`src/rtl/fifo_arb_pkg.sv`:
```
// Shared types and helpers for the FIFO write-port arbiter.
// The burst-lock state StHold is only reachable when FIFO_ARB_BURST_EN is defined.
package fifo_arb_pkg;

  localparam int unsigned MaxReq = 8;

  typedef enum logic [1:0] {
    StIdle,
    StIssue,
    StHold
  } arb_state_e;

  // Counter width able to hold 0..depth inclusive.
  function automatic int unsigned cred_width(input int unsigned depth);
    return $clog2(depth + 1);
  endfunction

  function automatic logic [MaxReq-1:0] idx_to_oh(input logic [2:0] idx);
    return 8'(1) << idx;
  endfunction

  function automatic logic [2:0] oh_to_idx(input logic [MaxReq-1:0] oh);
    logic [2:0] idx;
    idx = '0;
    for (int i = 0; i < MaxReq; i++) begin
      if (oh[i]) idx = 3'(i);
    end
    return idx;
  endfunction

endpackage

```
`src/rtl/fifo_arb_rr_pick.sv`:
```
// Combinational round-robin picker: first asserted request at or above rr_ptr, wrapping
// modulo N_REQ.
module fifo_arb_rr_pick
  import fifo_arb_pkg::*;
#(
  parameter int unsigned N_REQ = 4,
  localparam int unsigned IW = $clog2(N_REQ)
) (
  input  logic [N_REQ-1:0] req,
  input  logic [IW-1:0]    rr_ptr,
  output logic [N_REQ-1:0] grant_oh,
  output logic [IW-1:0]    grant_idx,
  output logic             any
);

  logic [MaxReq-1:0] oh_full;
  int unsigned       pos;

  // Scan from the farthest offset down so the closest request to rr_ptr wins last.
  always_comb begin
    grant_idx = '0;
    any       = 1'b0;
    pos       = 0;
    for (int k = N_REQ - 1; k >= 0; k--) begin
      pos = (32'(rr_ptr) + 32'(k)) % N_REQ;
      if (req[IW'(pos)]) begin
        grant_idx = IW'(pos);
        any       = 1'b1;
      end
    end
    oh_full  = idx_to_oh(3'(grant_idx));
    grant_oh = any ? oh_full[N_REQ-1:0] : '0;
  end

endmodule

```
`src/rtl/fifo_wr_arbiter.sv`:
```
// Round-robin arbiter sharing one FIFO write port between N_REQ producers, with a credit
// counter mirroring FIFO occupancy. Optional burst lock enabled by FIFO_ARB_BURST_EN.
module fifo_wr_arbiter
  import fifo_arb_pkg::*;
#(
  parameter int unsigned N_REQ      = 4,
  parameter int unsigned DW         = 8,
  parameter int unsigned FIFO_DEPTH = 8,
  parameter int unsigned MAX_BURST  = 4,
  localparam int unsigned CW = cred_width(FIFO_DEPTH),
  localparam int unsigned IW = $clog2(N_REQ)
) (
  input  logic                clk,
  input  logic                reset,
  input  logic [N_REQ-1:0]    req,
  input  logic [N_REQ*DW-1:0] req_data,
  output logic [N_REQ-1:0]    ack,
  input  logic                fifo_full,
  input  logic                fifo_rd,
  output logic                fifo_wn,
  output logic [DW-1:0]       fifo_data,
  output logic [CW-1:0]       credits
);

  if (N_REQ < 2 || N_REQ > MaxReq || MAX_BURST < 1) begin : g_param_check
    $error("fifo_wr_arbiter: parameter out of range");
  end

  arb_state_e    state_q, state_d;
  logic [IW-1:0] rr_ptr_q, rr_ptr_d;
  logic          fifo_wn_q, fifo_wn_d;
  logic [DW-1:0] fifo_data_q, fifo_data_d;
  logic [CW-1:0] credits_q, credits_d;

  logic [N_REQ-1:0] pick_oh;
  logic [IW-1:0]    pick_idx;
  logic             pick_any;

  logic [N_REQ-1:0] sel_oh;
  logic [IW-1:0]    sel_idx;
  logic             sel_any;
  logic             eligible;
  logic             grant;

  fifo_arb_rr_pick #(
    .N_REQ (N_REQ)
  ) u_pick (
    .req       (req),
    .rr_ptr    (rr_ptr_q),
    .grant_oh  (pick_oh),
    .grant_idx (pick_idx),
    .any       (pick_any)
  );

`ifdef FIFO_ARB_BURST_EN
  localparam int unsigned BW = $clog2(MAX_BURST + 1);

  logic [IW-1:0]     lock_q, lock_d;
  logic [BW-1:0]     burst_cnt_q, burst_cnt_d;
  logic              lock_hit;
  logic [MaxReq-1:0] lock_oh;

  assign lock_hit = (state_q == StHold) && req[lock_q];
  assign lock_oh  = idx_to_oh(3'(lock_q));
`endif

  // A same-cycle fifo_rd is deliberately not part of eligibility.
  assign eligible = (credits_q != '0) && !fifo_full;

  always_comb begin
    sel_oh  = pick_oh;
    sel_idx = pick_idx;
    sel_any = pick_any;
`ifdef FIFO_ARB_BURST_EN
    if (lock_hit) begin
      sel_oh  = lock_oh[N_REQ-1:0];
      sel_idx = lock_q;
      sel_any = 1'b1;
    end
`endif
    grant = sel_any && eligible;
  end

  // FSM state register.
  always_ff @(posedge clk or negedge reset) begin
    if (!reset) begin
      state_q <= StIdle;
    end else begin
      state_q <= state_d;
    end
  end

  // FSM next state.
  always_comb begin
    state_d = state_q;
    unique case (state_q)
      StIdle, StIssue: begin
        if (!grant) begin
          state_d = StIdle;
`ifdef FIFO_ARB_BURST_EN
        end else if (MAX_BURST > 1) begin
          state_d = StHold;
`endif
        end else begin
          state_d = StIssue;
        end
      end
`ifdef FIFO_ARB_BURST_EN
      StHold: begin
        if (lock_hit) begin
          // A credit stall keeps the lock; the final word of a burst releases it.
          if (grant && (32'(burst_cnt_q) + 1 >= MAX_BURST)) state_d = StIssue;
          else                                              state_d = StHold;
        end else if (grant) begin
          state_d = (MAX_BURST > 1) ? StHold : StIssue;
        end else begin
          state_d = StIdle;
        end
      end
`endif
      default: state_d = StIdle;
    endcase
  end

  // FSM outputs: ack is combinational and suppressed during reset.
  always_comb begin
    ack = '0;
    if (grant && reset) ack = sel_oh;
  end

  always_comb begin
    rr_ptr_d    = rr_ptr_q;
    fifo_wn_d   = grant;
    fifo_data_d = fifo_data_q;
    if (grant) begin
      rr_ptr_d    = IW'((32'(sel_idx) + 1) % N_REQ);
      fifo_data_d = req_data[32'(sel_idx) * DW +: DW];
    end
  end

  always_comb begin
    credits_d = credits_q;
    if (grant && !fifo_rd) begin
      credits_d = credits_q - CW'(1);
    end else if (fifo_rd && !grant && (credits_q != CW'(FIFO_DEPTH))) begin
      credits_d = credits_q + CW'(1);
    end
  end

  always_ff @(posedge clk or negedge reset) begin
    if (!reset) begin
      rr_ptr_q    <= '0;
      fifo_wn_q   <= 1'b0;
      fifo_data_q <= '0;
      credits_q   <= CW'(FIFO_DEPTH);
    end else begin
      rr_ptr_q    <= rr_ptr_d;
      fifo_wn_q   <= fifo_wn_d;
      fifo_data_q <= fifo_data_d;
      credits_q   <= credits_d;
    end
  end

`ifdef FIFO_ARB_BURST_EN
  always_comb begin
    lock_d      = lock_q;
    burst_cnt_d = burst_cnt_q;
    if (grant) begin
      if (lock_hit) begin
        burst_cnt_d = burst_cnt_q + BW'(1);
      end else begin
        lock_d      = sel_idx;
        burst_cnt_d = BW'(1);
      end
    end
  end

  always_ff @(posedge clk or negedge reset) begin
    if (!reset) begin
      lock_q      <= '0;
      burst_cnt_q <= '0;
    end else begin
      lock_q      <= lock_d;
      burst_cnt_q <= burst_cnt_d;
    end
  end
`endif

  assign fifo_wn   = fifo_wn_q;
  assign fifo_data = fifo_data_q;
  assign credits   = credits_q;

endmodule

```
`config.mk`:
```
export PLATFORM = sky130hd
export DESIGN_NAME = fifo_wr_arbiter
export DESIGN_NICKNAME = d
export VERILOG_FILES = /design/src/rtl/fifo_arb_pkg.sv /design/src/rtl/fifo_arb_rr_pick.sv /design/src/rtl/fifo_wr_arbiter.sv
export SDC_FILE = /design/constraint.sdc
export NUM_CORES = 1
export LEC_CHECK = 0
export ABC_AREA = 1
export ABC_CLOCK_PERIOD_IN_PS = 2650
export BUFFER_PORTS_ARGS = -buffer_cell sky130_fd_sc_hd__buf_2
export CORE_MARGIN = 2
export CORE_UTILIZATION = 29
export CTS_CLUSTER_DIAMETER = 80
export DETAILED_ROUTE_END_ITERATION = 8
export PLACE_DENSITY = 0.52
export SYNTH_ARGS = -nofsm -noshare
export SYNTH_HDL_FRONTEND = slang
export SYNTH_HIERARCHICAL = 1
export SYNTH_SLANG_ARGS = --single-unit
```
`constraint.sdc`:
```
create_clock -name clk -period 2.65 [get_ports clk]
set_clock_uncertainty 0.05 [all_clocks]
set_input_delay 0.1325 -clock clk [delete_from_list [all_inputs] [get_ports clk]]
set_output_delay 0.1325 -clock clk [all_outputs]
set_load 0.05 [all_outputs]
```
==> run_results.csv, run 1 <==
group,metric,value,unit
cts,clk_latency,0.24,ns
cts,cts_buffers,3,
yosys,syn_avg_cell_area,6.53,sq um
yosys,synthDistinctLibCells,28,
cts,cts_tree,"built",
yosys,synth_area_leaders,"dfrtp_1, nor2_1, nand2_1",
worst_setup_path,path_class,"flop to primary output",
placed_design,place.gp.congestion,0.893,
sta,period_share,85.5,%
final_layout,fillCellCount,489,
sta,holdWs,0.129,ns
global_routing,grt_pass1_vias,1240,
status,status,"complete, no violations",
placed_design,preCtsSetupSlack,0.410,ns
worst_setup_path,crit_arrival,2.08,ns
yosys,postSynth.asyncResetShare,100,%
final_layout,area_delta_synth_final,28.9,%
floorplanning,die_h,71.0,um
sta,fin_crit,2.27,ns
final_layout,antenna_cells,0,
worst_setup_path,crit_buf_inv,4,
yosys,synth-edff-count,0,
global_routing,track_usage,13.0,%
final_layout,fin_util,38.7,%
sta,setup_tns,0,ns
yosys,synth_top_area_share,26.9,%
final_layout,final_cell_mix,"buf_2, nor2_1, nand2_1",
worst_setup_path,slowest_stage,"dfrtp_2",
floorplanning,rows,24,
floorplanning,io_pins,57,
hold_path,hp-class,"primary input to flop",
yosys,yosys_warnings,6,
yosys,synth_area,1300,sq um
drt,wl_per_cell,10.4,um
worst_setup_path,critPathMaxFanout,14,
yosys,synthFlopType,"dfrtp_1",
global_routing,overflow,0,
sta,drv_slew,0,
drt,first_pass_iters,4,
final_layout,final_common_cell,"buf_2",
sta,rsz0062_at_grt,"false",
sta,slew_headroom,75.4,%
run,max_cap_violations,0,
drt,via_per_inst,4.55,
final_layout,num-nets-final,298,
pwr,power-per-cell-area,1490,nW/um^2
yosys,synth.yosys.seq_area_share,29.0,%
sta,setup_viol,0,
worst_setup_path,startpoint_type,"flop",
pwr,p_leak,0.906,nW
floorplanning,start_util,30.1,%
cts,h-tree-depth,1,
worst_setup_path,crit_path_end_kind,"primary output",
placed_design,dp_hpwl,2610,um
final_layout,drive_gt1_share,36.7,%
sta,max_freq,441,MHz
drt,drt-initial-drc-count,52,
drt,via_count,1400,
global_routing,antenna_found_initial,0,
drt,ant_nets,0,
final_layout,fin_area,1680,sq um
sta,fin_ws,0.385,ns
worst_setup_path,crit_required,2.47,ns
worst_setup_path,critPathMaxStageDelay,0.51,ns
pwr,peakVddDrop,0.000593,V
placed_design,port_buffers,56,
yosys,yosysTopAreaCell,"dfrtp_1",
sta,worstMarginPinSlew,0.369,ns
drt,wl,3200,um
yosys,syn_inst,199,
floorplanning,core_area,4320,sq um
worst_setup_path,crit_family,"simple AND/OR/NAND/NOR gates",
cts,clk_pin_slew,0.06,ns
cts,cts_buffer_depth,2,
sta,final_hold_viol_count,0,
cts,clock_sinks,15,
drt,drcViolationCount,0,
global_routing,grt_pass1_wl,5420,um
placed_design,placed_area,1620,sq um
cts,cts-root-buf,"clkbuf_8",
floorplanning,die_area,5030,sq um
worst_setup_path,path_cells,"nand2_1, nand3_2, nand2_1, inv_2, nand2_2, nand3_2, nand2_2, inv_2, nor2_2, inv_1, nor2_1, buf_2",
cts,postCtsSetupBuffers,0,
yosys,ys_ff_latch,15,
global_routing,grt_max_degree,18,
floorplanning,die_width,71.0,um
yosys,syn_nets,240,
-- worst paths after layout --
kind	end	cells after the start	start	slack, ns
max	ack[3]	12	rr_ptr_q[0]$_DFFE_PN0N_	0.38
min	fifo_data[6]$_DFFE_PN0N_	3	req_data[14]	0.13
max reg2reg	credits[2]$_DFFE_PN0P_	15	rr_ptr_q[0]$_DFFE_PN0N_	0.53
min reg2reg	credits[3]$_DFFE_PN1P_	2	credits[3]$_DFFE_PN1P_	0.48
max in group asynchronous	credits[3]$_DFFE_PN1P_	2	reset	1.96
min in group asynchronous	fifo_data[6]$_DFFE_PN0N_	2	reset	0.28
-- area by class of cell --
type                    count  area (sq um)  area share, %
multi-input cells         153           783           46.8
flip-flops and latches     15           378           22.6
repair buffers             59           305           18.2
inverters                  25          98.8           5.90
well taps                  52          65.1           3.88
clock buffers               4          45.0           2.69
-- registers in the layout, indices dropped and copies added (netlist names) --
register / flops
fifo_data: 8
rr_ptr_q: 2
credits: 4
fifo_wn: 1
-- report_power, final --
part | total [W] | switching (W) | internal [W]
clock network | 0.000182 | 0.0000758 | 0.000106
registers | 0.000488 | 0.000134 | 0.000354
logic | 0.00183 | 0.00127 | 0.000565
-- routing by layer --
metal / routed length [um] / vias to the layer above / global-route usage, % / share of wire, %
li1: - / 745 / - / -
met1: 1560 / 613 / 17.6 / 49
met2: 1400 / 40 / 21.2 / 44
met3: 224 / 2 / 3.28 / 7.0
met4: 14 / 0 / 2.73 / 0.44
met5: 0 / - / 0 / 0
-- tightest hold or removal path, delay by kind of cell --
kind / cells / cell delay [ns]
buf+inv: 1 / 0.07
compound gates: 2 / 0.18
-- cell usage after synthesis, types with 2 or more instances --
cell	number
a31oi_1	8
buf_2	3
buf_6	2
dfrtp_1	14
inv_1	18
inv_2	6
nand2_1	30
nand2_2	10
nand2_4	2
nand3_1	13
nand3_2	4
nor2_1	50
nor2_2	4
o21ai_0	19
xnor2_1	2
xor2_1	2
-- metrics by stage --
step / cells / power, W
after floorplan: 199 / 0.00199
after global placement: 303 / 0.00235
after detailed placement: 303 / 0.00235
after CTS: 308 / 0.00254
after global routing: 308 / 0.00277
final: 308 / 0.00250
-- kinds of logic (layout without fill, tap and decap cells) --
kind of cell,Yosys count,in the layout,share of synthesized area [%]
DFF,15,15,29.0
and+or+nand+nor,117,117,43.3
AOI/OAI and AO/OA,31,31,13.3
buffers and inverters,31,88,10.8
adders and majority gates,1,1,0.962
xor gates and xnor gates,4,4,2.70
-- repair_timing --
item | in CTS | in global routing
gates resized for setup | 0 | 1
endpoints found under the hold margin | 14 | 0
setup endpoints to repair | 0 | 1
hold buffers | 1 | 0
No activity file was read; power rests on OpenSTA's default activity.
==> inputs of run 2 (changes only) <==
Settings changed: CORE_UTILIZATION 29 to 47, CTS_CLUSTER_DIAMETER 80 to default, PLACE_DENSITY 0.52 to 0.78, SKIP_CTS_REPAIR_TIMING from default to 1.
==> run 2 against run 1 <==
Count of clock-buffer cells in the layout did not move. Utilization rose by 22 points. Flip-flop and latch count did not move. Worst setup slack got worse by 0.15 ns. Sequential share of layout area rose by 0.73 points. Largest power group unchanged.
==> run_results.csv, run 2 (synthesized netlist as in run 1, its figures left out) <==
group,metric,value,unit
cts,h-tree-depth,1,
hold_path,hp-class,"primary input to flop",
cts,cts-root-buf,"clkbuf_4",
global_routing,overflow,0,
worst_setup_path,startpoint_type,"flop",
worst_setup_path,path_cells,"nand2_1, nand3_2, nand2_1, inv_2, nand2_2, nand3_2, nand2_2, inv_2, nor2_2, inv_1, nor2_1, buf_2",
worst_setup_path,slowest_stage,"dfrtp_2",
drt,wl_per_cell,10.4,um
worst_setup_path,crit_arrival,2.23,ns
sta,final_hold_viol_count,0,
final_layout,final_common_cell,"buf_2",
worst_setup_path,rrSetupSlack,0.52,ns
pwr,power-per-cell-area,1490,nW/um^2
worst_setup_path,critPathMaxStageDelay,0.52,ns
placed_design,dp_hpwl,2390,um
worst_setup_path,reg2reg_depth,15,
final_layout,drive_gt1_share,36.5,%
floorplanning,core_area,2690,sq um
cts,clock_sinks,15,
worst_setup_path,crit_family,"simple AND/OR/NAND/NOR gates",
run,max_cap_violations,0,
sta,worstMarginPinSlew,0.413,ns
floorplanning,die_area,3200,sq um
cts,cts_tree,"built",
final_layout,fillCellCount,284,
global_routing,track_usage,20.5,%
placed_design,preCtsSetupSlack,0.383,ns
sta,fin_ws,0.235,ns
final_layout,area_delta_synth_final,24.8,%
sta,setup_tns,0,ns
sta,slew_headroom,72.4,%
worst_setup_path,crit_path_end_kind,"primary output",
floorplanning,rows,19,
pwr,peakVddDrop,0.000868,V
global_routing,grt_pass1_vias,1236,
placed_design,port_buffers,56,
hold_path,min_to,"fifo_data[6]$_DFFE_PN0N_",
status,status,"complete, no violations",
sta,setup_viol,0,
drt,wl,2980,um
sta,fin_crit,2.42,ns
floorplanning,die_h,56.6,um
final_layout,num-nets-final,297,
sta,period_share,91.2,%
floorplanning,die_width,56.6,um
drt,drcViolationCount,0,
final_layout,antenna_cells,0,
drt,via_per_inst,4.98,
global_routing,antenna_found_initial,0,
drt,ant_nets,0,
worst_setup_path,path_depth,12,
hold_path,hp-start,"req_data[14]",
worst_setup_path,regToRegStartpoint,"rr_ptr_q[0]$_DFFE_PN0N_",
sta,drv_slew,0,
placed_design,place.gp.congestion,0.879,
final_layout,multi_input_area,783,sq um
cts,cts_buffer_depth,2,
drt,drt-initial-drc-count,53,
floorplanning,start_util,48.4,%
hold_path,hold_depth,3,
global_routing,grt_max_degree,22,
worst_setup_path,r2r_end,"credits[2]$_DFFE_PN0P_",
worst_setup_path,crit_required,2.47,ns
worst_setup_path,crit_buf_inv,4,
worst_setup_path,path_class,"flop to primary output",
final_layout,final_cell_mix,"buf_2, nor2_1, nand2_1",
sta,max_freq,414,MHz
cts,clk_latency,0.28,ns
final_layout,seqCellArea,378,sq um
sta,rsz0062_at_grt,"false",
pwr,p_leak,0.893,nW
final_layout,largest_reg_flops,8,
global_routing,grt_pass1_wl,5290,um
cts,clk_pin_slew,0.09,ns
floorplanning,io_pins,57,
cts,cts_buffers,3,
drt,via_count,1424,
drt,first_pass_iters,4,
worst_setup_path,critPathMaxFanout,21,
run 2: worst register-to-register path: stages, from the launching register on:
cell and delay (ns):
dfrtp_2 0.52, inv_6 0.11, nand2_1 0.06, nand2_2 0.07
nor2_1 0.06, nand3_1 0.09, inv_1 0.08, nor2_4 0.16
nand4_2 0.16, nand2_1 0.11, inv_2 0.04, ha_1 0.16
inv_1 0.05, nand2_1 0.06, xor2_1 0.16, a21oi_1 0.13
run 2: stage by stage:
| step | utilization (%) | std cells | hold WS [ns] | instance area [sq um] | total power [W] |
|---|---|---|---|---|---|
| floorplan | - | 199 | -0.213 | 1300 | 0.00199 |
| global placement | 59.0 | 281 | 0.0133 | 1590 | 0.00228 |
| detailed placement | 59.0 | 281 | 0.0143 | 1590 | 0.00230 |
| CTS | 60.0 | 285 | -0.292 | 1610 | 0.00243 |
| global route | 60.4 | 286 | 0.0983 | 1620 | 0.00268 |
| finish | 60.4 | 286 | 0.0852 | 1620 | 0.00242 |
run 2: area by class of cell:
type	count	share of cell area (%)
clock buffers	4	1.62
well taps	31	2.39
multi-input cells	153	48.3
repair buffers	58	18.4
flip-flops and latches	15	23.3
inverters	25	6.09
run 2: how the worst max path moves through the flow:
stage / start / end
4_1_cts: rr_ptr_q[0]$_DFFE_PN0N_ / ack[1]
6_report: rr_ptr_q[0]$_DFFE_PN0N_ / ack[1]
5_1_grt: rr_ptr_q[0]$_DFFE_PN0N_ / ack[3]
3_5_place_dp: rr_ptr_q[0]$_DFFE_PN0N_ / credits[2]$_DFFE_PN0P_
3_3_place_gp: rr_ptr_q[0]$_DFFE_PN0N_ / ack[1]
2_1_floorplan: rr_ptr_q[0]$_DFFE_PN0N_ / ack[0]
run 2: power by group:
part	switching, W	internal, W
sequential	0.000131	0.000353
combinational	0.00126	0.000546
clock	0.0000725	0.0000583
total	0.00146	0.000957
run 2: metal layers:
layer	part of all wire, %	GRT usage [%]	vias up
met2	45	33.4	50
met1	47	27.8	625
met5	0	0	-
met4	0.81	4.08	0
met3	7.3	4.61	4
li1	-	-	745
